File: src/rtl/fir_coeff_loader_pkg.sv
// Shared types and derived constants for the FIR coefficient loader.
// State encodings match the ones used by fir_interpolator tooling.
package fir_coeff_loader_pkg;

    typedef enum logic [1:0] {
        ST_IDLE  = 2'd0,
        ST_LOAD  = 2'd1,
        ST_CHECK = 2'd2,
        ST_DONE  = 2'd3
    } state_e;

    // Symmetric filter: only the first half of the taps is stored.
    function automatic int unsigned num_coeff(input int unsigned ord);
        return (ord + 1) / 2;
    endfunction

endpackage

File: src/rtl/fir_coeff_loader_if.sv
// Framed coefficient stream: valid/ready handshake with a first-beat marker.
interface fir_coeff_loader_if #(
    parameter int unsigned DW = 16
);
    logic          s_valid;
    logic          s_ready;
    logic          s_first;
    logic [DW-1:0] s_data;

    modport master (output s_valid, output s_first, output s_data, input  s_ready);
    modport slave  (input  s_valid, input  s_first, input  s_data, output s_ready);
endinterface

File: src/rtl/fir_coeff_loader_timeout_counter.sv
// Idle-cycle counter; expired rises once TIMEOUT-1 idle cycles have elapsed,
// so the consumer aborts on the TIMEOUT-th idle cycle. Sticky until clr.
module fir_coeff_loader_timeout_counter #(
    parameter int unsigned TIMEOUT = 1024
) (
    input  logic clk,
    input  logic rst,
    input  logic clr,
    input  logic en,
    output logic expired
);
    localparam int unsigned CW = (TIMEOUT > 2) ? $clog2(TIMEOUT) : 1;

    logic [CW-1:0] cnt_q;
    logic          expired_q;

    always_ff @(posedge clk) begin
        if (rst || clr) begin
            cnt_q     <= '0;
            expired_q <= 1'b0;
        end else if (en && !expired_q) begin
            cnt_q <= cnt_q + CW'(1);
            if (cnt_q == CW'(TIMEOUT - 2)) begin
                expired_q <= 1'b1;
            end
        end
    end

    assign expired = expired_q;
endmodule

File: src/rtl/fir_coeff_loader.sv
// Loads a framed, checksummed coefficient stream into the fir_interpolator
// coefficient port and reports busy/ok/error status.
module fir_coeff_loader
    import fir_coeff_loader_pkg::*;
#(
    parameter int unsigned ORD        = 255,
    parameter int unsigned COEFF_SIZE = 16,
    parameter int unsigned TIMEOUT    = 1024,
    parameter int unsigned AW         = $clog2((ORD + 1) >> 1)
) (
    input  logic                  clk,
    input  logic                  rst,
    fir_coeff_loader_if.slave     s,
    output logic                  c_we,
    output logic [AW-1:0]         c_addr,
    output logic [COEFF_SIZE-1:0] c_in,
    output logic                  busy,
    output logic                  coeff_ok,
    output logic                  load_done,
    output logic                  load_err
);
    localparam int unsigned   NUM_COEFF = num_coeff(ORD);
    localparam logic [AW-1:0] LAST_IDX  = AW'(NUM_COEFF - 1);

    state_e                state_q, state_d;
    logic [AW-1:0]         idx_q, idx_d;
    logic [COEFF_SIZE-1:0] sum_q, sum_d;
    logic                  c_we_q, c_we_d;
    logic [AW-1:0]         c_addr_q, c_addr_d;
    logic [COEFF_SIZE-1:0] c_in_q, c_in_d;
    logic                  busy_q, busy_d;
    logic                  coeff_ok_q, coeff_ok_d;
    logic                  load_done_q, load_done_d;
    logic                  load_err_q, load_err_d;
    logic                  ready_q, ready_d;

    logic                  beat;
    logic                  in_frame;
    logic                  tmo_expired;
    logic                  wr;
    logic [AW-1:0]         wr_idx;
    logic [COEFF_SIZE-1:0] wr_base;

    assign beat     = s.s_valid && ready_q;
    assign in_frame = (state_q == ST_LOAD) || (state_q == ST_CHECK);

    fir_coeff_loader_timeout_counter #(
        .TIMEOUT (TIMEOUT)
    ) u_timeout (
        .clk     (clk),
        .rst     (rst),
        .clr     (beat || !in_frame),
        .en      (in_frame && !beat),
        .expired (tmo_expired)
    );

    always_ff @(posedge clk) begin
        if (rst) begin
            state_q     <= ST_IDLE;
            idx_q       <= '0;
            sum_q       <= '0;
            c_we_q      <= 1'b0;
            c_addr_q    <= '0;
            c_in_q      <= '0;
            busy_q      <= 1'b0;
            coeff_ok_q  <= 1'b0;
            load_done_q <= 1'b0;
            load_err_q  <= 1'b0;
            ready_q     <= 1'b1;
        end else begin
            state_q     <= state_d;
            idx_q       <= idx_d;
            sum_q       <= sum_d;
            c_we_q      <= c_we_d;
            c_addr_q    <= c_addr_d;
            c_in_q      <= c_in_d;
            busy_q      <= busy_d;
            coeff_ok_q  <= coeff_ok_d;
            load_done_q <= load_done_d;
            load_err_q  <= load_err_d;
            ready_q     <= ready_d;
        end
    end

    // Next-state: a beat carrying s_first always (re)starts at coefficient 0.
    always_comb begin
        state_d     = state_q;
        idx_d       = idx_q;
        sum_d       = sum_q;
        c_we_d      = 1'b0;
        c_addr_d    = c_addr_q;
        c_in_d      = c_in_q;
        busy_d      = busy_q;
        coeff_ok_d  = coeff_ok_q;
        load_err_d  = load_err_q;
        load_done_d = 1'b0;
        ready_d     = 1'b1;
        wr          = 1'b0;
        wr_idx      = '0;
        wr_base     = '0;

        case (state_q)
            ST_IDLE: begin
                if (beat && s.s_first) begin
                    busy_d     = 1'b1;
                    coeff_ok_d = 1'b0;
                    load_err_d = 1'b0;
                    wr         = 1'b1;
                end
            end
            ST_LOAD, ST_CHECK: begin
                if (beat && s.s_first) begin
                    load_err_d = 1'b1;
                    wr         = 1'b1;
                end else if (beat && (state_q == ST_LOAD)) begin
                    wr      = 1'b1;
                    wr_idx  = idx_q;
                    wr_base = sum_q;
                end else if (beat) begin
                    if (s.s_data == sum_q) begin
                        coeff_ok_d = 1'b1;
                    end else begin
                        load_err_d = 1'b1;
                    end
                    state_d = ST_DONE;
                end else if (tmo_expired) begin
                    load_err_d = 1'b1;
                    state_d    = ST_DONE;
                end
            end
            ST_DONE: begin
                state_d = ST_IDLE;
            end
            default: begin
                state_d = ST_IDLE;
            end
        endcase

        if (wr) begin
            c_we_d   = 1'b1;
            c_addr_d = wr_idx;
            c_in_d   = s.s_data;
            sum_d    = wr_base + s.s_data;
            if (wr_idx == LAST_IDX) begin
                idx_d   = wr_idx;
                state_d = ST_CHECK;
            end else begin
                idx_d   = wr_idx + AW'(1);
                state_d = ST_LOAD;
            end
        end

        if (state_d == ST_DONE) begin
            busy_d      = 1'b0;
            load_done_d = 1'b1;
            ready_d     = 1'b0;
        end
    end

    assign s.s_ready = ready_q;
    assign c_we      = c_we_q;
    assign c_addr    = c_addr_q;
    assign c_in      = c_in_q;
    assign busy      = busy_q;
    assign coeff_ok  = coeff_ok_q;
    assign load_done = load_done_q;
    assign load_err  = load_err_q;
endmodule
File: src/flat_wrapper.sv
// flat-port wrapper written by rule: the top's interface ports become plain ports
module fir_coeff_loader_flat import fir_coeff_loader_pkg::*;
#(
    parameter int unsigned ORD        = 255,
    parameter int unsigned COEFF_SIZE = 16,
    parameter int unsigned TIMEOUT    = 1024,
    parameter int unsigned AW         = $clog2((ORD + 1) >> 1)
)
  (clk, rst, c_we, c_addr, c_in, busy, coeff_ok, load_done, load_err, s_s_valid, s_s_first, s_s_data, s_s_ready);
  fir_coeff_loader_if s_i ();
  input  logic clk;
  input  logic rst;
  output logic c_we;
  output logic [AW-1:0] c_addr;
  output logic [COEFF_SIZE-1:0] c_in;
  output logic busy;
  output logic coeff_ok;
  output logic load_done;
  output logic load_err;
  input wire logic [$bits(s_i.s_valid)-1:0] s_s_valid;
  input wire logic [$bits(s_i.s_first)-1:0] s_s_first;
  input wire logic [$bits(s_i.s_data)-1:0] s_s_data;
  output wire logic [$bits(s_i.s_ready)-1:0] s_s_ready;
  assign s_i.s_valid = s_s_valid;
  assign s_i.s_first = s_s_first;
  assign s_i.s_data = s_s_data;
  assign s_s_ready = s_i.s_ready;
  fir_coeff_loader #(.ORD(ORD), .COEFF_SIZE(COEFF_SIZE), .TIMEOUT(TIMEOUT), .AW(AW)) u_core (.clk(clk), .rst(rst), .s(s_i), .c_we(c_we), .c_addr(c_addr), .c_in(c_in), .busy(busy), .coeff_ok(coeff_ok), .load_done(load_done), .load_err(load_err));
endmodule
File: config.mk
export PLATFORM = sky130hd
export DESIGN_NAME = fir_coeff_loader_flat
export DESIGN_NICKNAME = d
export VERILOG_FILES = /design/src/rtl/fir_coeff_loader_pkg.sv /design/src/rtl/fir_coeff_loader_if.sv /design/src/rtl/fir_coeff_loader_timeout_counter.sv /design/src/rtl/fir_coeff_loader.sv /design/src/flat_wrapper.sv
export SDC_FILE = /design/constraint.sdc
export NUM_CORES = 1
export LEC_CHECK = 0
export ABC_AREA = 1
export BUFFER_PORTS_ARGS = -buffer_cell sky130_fd_sc_hd__buf_4
export CAP_MARGIN = 40
export CORE_ASPECT_RATIO = 0.8
export CORE_MARGIN = 5
export CORE_UTILIZATION = 35
export DETAILED_ROUTE_END_ITERATION = 7
export GPL_ROUTABILITY_DRIVEN = 0
export PLACE_DENSITY = 0.52
export SYNTH_ARGS = -nofsm -noshare
export SYNTH_HDL_FRONTEND = slang
export SYNTH_SLANG_ARGS = --single-unit
File: constraint.sdc
create_clock -name clk -period 3.85 [get_ports clk]
set_clock_uncertainty 0.15 [all_clocks]
set_input_delay 0.77 -clock clk [delete_from_list [all_inputs] [get_ports clk]]
set_output_delay 0.77 -clock clk [all_outputs]
set_load 0.005 [all_outputs]
==> impl_metrics.json, run 1 <==
{
  "critPathLaunchType": "flip-flop",
  "top_layer_used": "met4",
  "clock_latency_ns": 0.33,
  "peakVddDrop_mv": 0.3734,
  "cts_buffer_depth": 2,
  "wirelength_met1_um": 5213,
  "first_pass_iters": 6,
  "clock.fmax_ghz": 0.3298,
  "power_leakage_nw": 2.193,
  "cts_made_buffers": 9,
  "ys_warn_count": 0,
  "fin_util_pct": 43.42,
  "grt_first_pass_wirelength_um": 17060,
  "drv_cap": 0,
  "timing.hold.ws_ns": 0.3228,
  "wirelength_um": 10120,
  "rsz0062_at_grt": "false",
  "slowest_delay_ns": 0.41,
  "num_rows": 34,
  "tns_ns": 0,
  "drc": 0,
  "hold_path.class": "flip-flop to flip-flop",
  "worstPathRequired_ns": 3.93,
  "finalPower_mw": 2.479,
  "crit_top_cell": "nand2_1",
  "synth.area.top_cells": "dfxtp_1 (33%), nand2_1 (10%), nor2_1 (8.5%), inv_1 (7.4%), ha_1 (6.7%)",
  "grt_pass1_vias": 3451,
  "initial_utilization_pct": 36.05,
  "cp_num_buf_inv": 4,
  "synth_seq_cells": 65,
  "critPathTopFamily": "simple AND/OR/NAND/NOR gates",
  "outcome": "finished, final reports clean",
  "met3_length_um": 614,
  "arrival_ns": 3.12,
  "die_w_um": 128.6,
  "seq_power_share_pct": 35.1,
  "clock-sinks": 65,
  "path_max_fanout": 5,
  "syn-num-nets": 620,
  "power.net_switching_mw": 0.8022,
  "final-setup-viol-count": 0,
  "path_class": "flip-flop to flip-flop",
  "end_kind": "flip-flop",
  "detail_route.vias_per_cell": 4.672,
  "grt_max_degree": 41,
  "cp_slowest_cell": "fa_1",
  "syn-cell-area_um2": 3941,
  "die_h_um": 104.9,
  "slew_violations": 0,
  "fin_area_um2": 4747,
  "tightestPinTransition_ns": 0.4598,
  "internal_power_mw": 1.677,
  "wl_met2_um": 4222,
  "post_cts_buffers": 0,
  "layout-drive-gt1-share_pct": 15.37,
  "cts.clk_slew.worst_paths_ns": 0.06,
  "syn_avg_cell_area_um2": 6.819,
  "path_cells": "inv_1 -> ha_1 -> inv_2 -> nor2_4 -> nand2_2 -> nor2_1 -> ha_1 -> inv_1 -> fa_1 -> nand3b_1 -> nand2_1 -> nand3_1 -> nand2_1 -> nand2_1 -> nand3_1 -> nand3_1 -> nand2_1 -> inv_1",
  "grtUsageTotal_pct": 15.64,
  "r2r_setup_slack_ns": 0.82,
  "period_minus_slack_ns": 3.032,
  "htree_levels": 3,
  "pwr-share-comb_pct": 28.4,
  "place_area_um2": 4417,
  "antenna_found_initial": 0,
  "ys_seq_area_share_pct": 33.02,
  "dieArea_um2": 13500,
  "io_pins": 49,
  "ctsHoldBuffers": 0,
  "tritoncts": "built",
  "p_clk_share_pct": 36.5,
  "yosysTopAreaCellShare_pct": 33.02,
  "antennaDiodeCount": 0,
  "slew_headroom_pct": 69.30,
  "period_share_pct": 78.76,
  "finalHoldViolCount": 0,
  "syn_inst": 578,
  "dpl.hpwl_um": 7426,
  "core_area_um2": 10930,
  "p_per_area_nw_per_um2": 522.2,
  "overflow": 0,
  "swShare_pct": 32.36,
  "drtIter0Drc": 188,
  "final_net_count": 668,
  "postRouteAntennaNets": 0,
  "portBuffers": 48,
  "post_cts_resized": 0,
  "yosysTopAreaCell": "dfxtp_1",
  "synth_cell_type_count": 35,
  "syn_to_final_growth_pct": 20.44,
  "vias": 3621,
  "wire_per_inst_um": 13.06,
  "cts_root_buf": "clkbuf_16"
}
[cells in the mapped netlist]
| library cell | count |
|---|---|
| nand2_1 | 105 |
| nor2_1 | 89 |
| inv_1 | 78 |
| dfxtp_1 | 65 |
| a21oi_1 | 49 |
| o21ai_0 | 36 |
| nand3_1 | 34 |
| ha_1 | 21 |
| xor2_1 | 18 |
| o21ai_1 | 10 |
| nor3_1 | 9 |
| clkbuf_1 | 7 |
| nand2_2 | 7 |
| nor2_4 | 6 |
| xnor2_1 | 6 |
| nand4_1 | 5 |
| buf_6 | 4 |
| inv_2 | 4 |
| nor2_2 | 4 |
| and2_1 | 2 |
| buf_4 | 2 |
| nand2_4 | 2 |
| nand3_2 | 2 |
| nor3b_2 | 2 |
| a211oi_2 | 1 |
| a21o_1 | 1 |
| buf_1 | 1 |
| buf_2 | 1 |
| fa_1 | 1 |
| nand3b_1 | 1 |
| nand3b_4 | 1 |
| nor3b_1 | 1 |
| o21a_1 | 1 |
| o21bai_1 | 1 |
| o31ai_1 | 1 |
[routing by layer]
layer | track usage, % | vias up
met5 | 0 | -
met4 | 3.898 | 0
met3 | 4.742 | 10
met2 | 23.15 | 84
met1 | 22.18 | 1596
li1 | - | 1931
[state kept, by name, summed over array words and instances (netlist names)]
name,count
u_core.c_we,1
u_core.s.s_ready,1
u_core.idx_q,7
u_core.load_err,1
u_core.busy,1
u_core.c_in,16
u_core.state_q,2
u_core.load_done,1
u_core.coeff_ok,1
u_core.u_timeout.expired,1
u_core.sum_q,16
u_core.u_timeout.cnt_q,10
u_core.c_addr,7
[worst paths after layout]
kind                      from                to  cells after the start
max          u_core.state_q[0]  u_core.sum_q[10]                     18
min reg2reg    u_core.load_err   u_core.load_err                      2
min            u_core.load_err   u_core.load_err                      2
max reg2reg  u_core.state_q[0]  u_core.sum_q[10]                     18
[power groups by stage]
| stage | sequential [mW] | combinational (mW) | clock [mW] |
|---|---|---|---|
| global placement | 0.882 | 0.703 | 0 |
| global route | 0.888 | 0.802 | 0.961 |
| detailed placement | 0.884 | 0.711 | 0 |
| floorplan | 0.877 | 0.493 | 0 |
| CTS | 0.872 | 0.716 | 0.929 |
| finish | 0.870 | 0.705 | 0.904 |
[cells in the final DEF, fill, tap and decap left out, types with 2 or more instances in the layout]
master / n
o21ai_0: 36
inv_2: 4
dfxtp_1: 65
buf_4: 52
bufinv_16: 2
xnor2_1: 6
nor2_4: 6
nand2_4: 2
nand2_1: 105
and2_1: 2
nor3b_2: 2
nand4_1: 5
ha_1: 21
xor2_1: 18
o21ai_1: 10
nand2_2: 7
nand3_2: 2
nand3_1: 34
nor2_1: 89
a21oi_1: 49
inv_1: 78
nor2_2: 4
clkbuf_8: 2
clkinv_2: 2
nor3_1: 9
clkbuf_16: 9
[cells by family (layout without fill, tap and decap cells)]
family	Yosys count	after routing	share of synthesized area (%)
and+or+nand+nor	270	270	31.11
AOI/OAI and AO/OA	100	100	13.14
buffers and inverters	97	150	10.22
DFF	65	65	33.02
xor gates and xnor gates	24	24	5.333
adders and majority gates	22	22	7.175
[through the flow]
step	worst slack, ns	cells
final	0.8176	775
after global routing	0.5436	775
after CTS	0.8118	775
after detailed placement	0.7378	759
after global placement	0.8237	759
after floorplan	0.8075	578
[area by class of cell]
| cell class | instances | area [µm²] |
|---|---|---|
| inverters | 82 | 307.8 |
| repair buffers | 52 | 390.4 |
| flip-flops and latches | 65 | 1301 |
| clock inverters | 5 | 77.57 |
| clock buffers | 11 | 252.7 |
| well taps | 144 | 180.2 |
| fillers | 1117 | 6186 |
| multi-input cells | 416 | 2237 |
[worst register-to-register path, stage by stage (launching register included)]
cell      delay [ns]
dfxtp_1         0.36
inv_1           0.07
ha_1            0.40
inv_2           0.10
nor2_4          0.12
nand2_2         0.08
nor2_1          0.10
ha_1            0.17
inv_1           0.06
fa_1            0.41
nand3b_1        0.18
nand2_1         0.15
nand3_1         0.14
nand2_1         0.12
nand2_1         0.08
nand3_1         0.07
nand3_1         0.08
nand2_1         0.07
inv_1           0.03
Note: power is estimated with default switching activity, not from simulation.
==> run 2, diff against run 1 <==
==> constraint.sdc (replaced) <==
create_clock -name clk -period 3 [get_ports clk]
set_clock_uncertainty 0.15 [all_clocks]
set_input_delay 0.6 -clock clk [delete_from_list [all_inputs] [get_ports clk]]
set_output_delay 0.6 -clock clk [all_outputs]
set_load 0.005 [all_outputs]
==> run 2 against run 1 <==
Critical path type unchanged. Setup slack lost 0.54 ns. Critical path depth is the same. Core utilization grew 0.092 points. Routed wire length shrank 3.8%. Cell area grew 0.21%. Clock-buffer cell count grew 2. First-iteration DRC count shrank 3.7%. Power grew 21%. Global-route usage shrank 0.32 points. Sequential power grew 29%. Clock power grew 6.4%. Die area is the same.
==> impl_metrics.json, run 2 (synthesis results as in run 1) <==
{
  "postRouteAntennaNets": 0,
  "path_cells": "inv_1 -> ha_1 -> inv_2 -> nor2_4 -> nand2_2 -> nor2_1 -> ha_1 -> inv_1 -> fa_2 -> nand3b_1 -> nand2_2 -> nand3_2 -> nand2_1 -> nand2_1 -> nand3_1 -> nand3_1 -> nand2_1 -> inv_1",
  "portBuffers": 48,
  "clock.fmax_ghz": 0.3673,
  "end_kind": "flip-flop",
  "clock-sinks": 65,
  "dieArea_um2": 13500,
  "fillers": 1163,
  "final-setup-viol-count": 0,
  "timing.rr.end": "u_core.sum_q[10]",
  "rr_startpoint": "u_core.state_q[1]",
  "dp.cells": 762,
  "period_share_pct": 90.75,
  "vias": 3588,
  "peakVddDrop_mv": 0.3178,
  "final_common_cell": "nand2_1",
  "syn_to_final_growth_pct": 20.70,
  "cp_slowest_cell": "fa_2",
  "core_area_um2": 10930,
  "grt_pass1_vias": 3388,
  "die_w_um": 128.6,
  "fin_area_um2": 4757,
  "num_rows": 34,
  "cts.clk_slew.worst_paths_ns": 0.05,
  "ctsHoldBuffers": 0,
  "antenna_found_initial": 0,
  "drtIter0Drc": 181,
  "overflow": 0,
  "final_net_count": 672,
  "slew_headroom_pct": 68.40,
  "most-common-layout-cells": "nand2_1 (104), nor2_1 (89), inv_1 (78)",
  "outcome": "finished, final reports clean",
  "hold_path.class": "flip-flop to flip-flop",
  "clock_latency_ns": 0.33,
  "drc": 0,
  "critPathLaunchType": "flip-flop",
  "io_pins": 49,
  "wirelength_um": 9740,
  "slew_violations": 0,
  "critPathCapture": "u_core.sum_q[10]",
  "finalPower_mw": 2.998,
  "initial_utilization_pct": 36.05,
  "tritoncts": "built",
  "wire_per_inst_um": 12.50,
  "finalHoldViolCount": 0,
  "path_class": "flip-flop to flip-flop",
  "tightestPinTransition_ns": 0.4733,
  "slowest_delay_ns": 0.35,
  "grt_first_pass_wirelength_um": 16680,
  "drv_cap": 0,
  "dp_slack_ns": 0.07301,
  "post-route-worst-setup-slack_ns": 0.2775,
  "htree_levels": 3,
  "arrival_ns": 2.80,
  "antennaDiodeCount": 0,
  "die_h_um": 104.9,
  "first_pass_iters": 4,
  "place_area_um2": 4452,
  "path_max_fanout": 4,
  "timing.reg2reg.worst_path_depth": 18,
  "dpl.hpwl_um": 7274,
  "rsz0062_at_grt": "false",
  "period_minus_slack_ns": 2.723,
  "detail_route.vias_per_cell": 4.606,
  "grtUsageTotal_pct": 15.32,
  "cp-startpoint": "u_core.state_q[1]",
  "layout-drive-gt1-share_pct": 16.54,
  "p_per_area_nw_per_um2": 630.2,
  "r2r_setup_slack_ns": 0.28,
  "grt_max_degree": 41,
  "cts_buffer_depth": 2,
  "stdcell_count": 779,
  "cts_made_buffers": 9,
  "tns_ns": 0,
  "worstPathRequired_ns": 3.08,
  "power_leakage_nw": 2.200,
  "cts_root_buf": "clkbuf_16"
}
[run 2: final cells by class]
| class | count | area [µm²] | share of cell area [%] |
|---|---|---|---|
| Multi-Input combinational cell | 416 | 2255 | 47.40 |
| Sequential cell | 65 | 1303 | 27.38 |
| Clock buffer | 13 | 260.3 | 5.471 |
| Tap cell | 144 | 180.2 | 3.787 |
| Clock inverter | 3 | 15.01 | 0.3156 |
| Inverter | 82 | 307.8 | 6.470 |
| Timing Repair Buffer | 56 | 436.7 | 9.179 |
[run 2: report_power, final]
part	switching, mW	total, mW	internal [mW]
registers	0.0941	1.12	1.02
clock network	0.363	0.962	0.599
logic	0.536	0.919	0.383
[run 2: timing repair]
item | CTS | global route
resized for setup | 0 | 8
setup endpoints to repair | 0 | 10
buffers inserted | 0 | 1
[run 2: critical path, delay by kind of cell (launching register included)]
family / cells / cell delay, ns
adders and majority gates: 3 / 0.83
buffers and inverters: 4 / 0.24
DFF: 1 / 0.34
and+or+nand+nor: 11 / 1.06
[run 2: worst min path at each step]
stage | from | end | cells past startpoint
2_1_floorplan | u_core.u_timeout.cnt_q[2] | u_core.u_timeout.cnt_q[2] | 1
3_3_place_gp | u_core.coeff_ok | u_core.coeff_ok | 2
3_5_place_dp | u_core.coeff_ok | u_core.coeff_ok | 2
4_1_cts | u_core.coeff_ok | u_core.coeff_ok | 2
5_1_grt | u_core.u_timeout.cnt_q[5] | u_core.u_timeout.cnt_q[5] | 2
6_report | u_core.coeff_ok | u_core.coeff_ok | 2
[run 2: routing by layer]
metal	routed length (µm)	GRT usage [%]	vias to the layer above
met3	492	4.284	15
met1	5124	22.23	1571
met4	167	5.397	0
met2	3956	21.56	63
met5	0	0	-
li1	-	-	1939
[run 2: metrics by stage]
step / hold WS (ns) / utilization, %
global route: 0.3417 / 43.51
global placement: 0.2982 / 40.72
CTS: 0.3137 / 43.24
finish: 0.3068 / 43.51
floorplan: 0.2934 / -
detailed placement: 0.3053 / 40.72
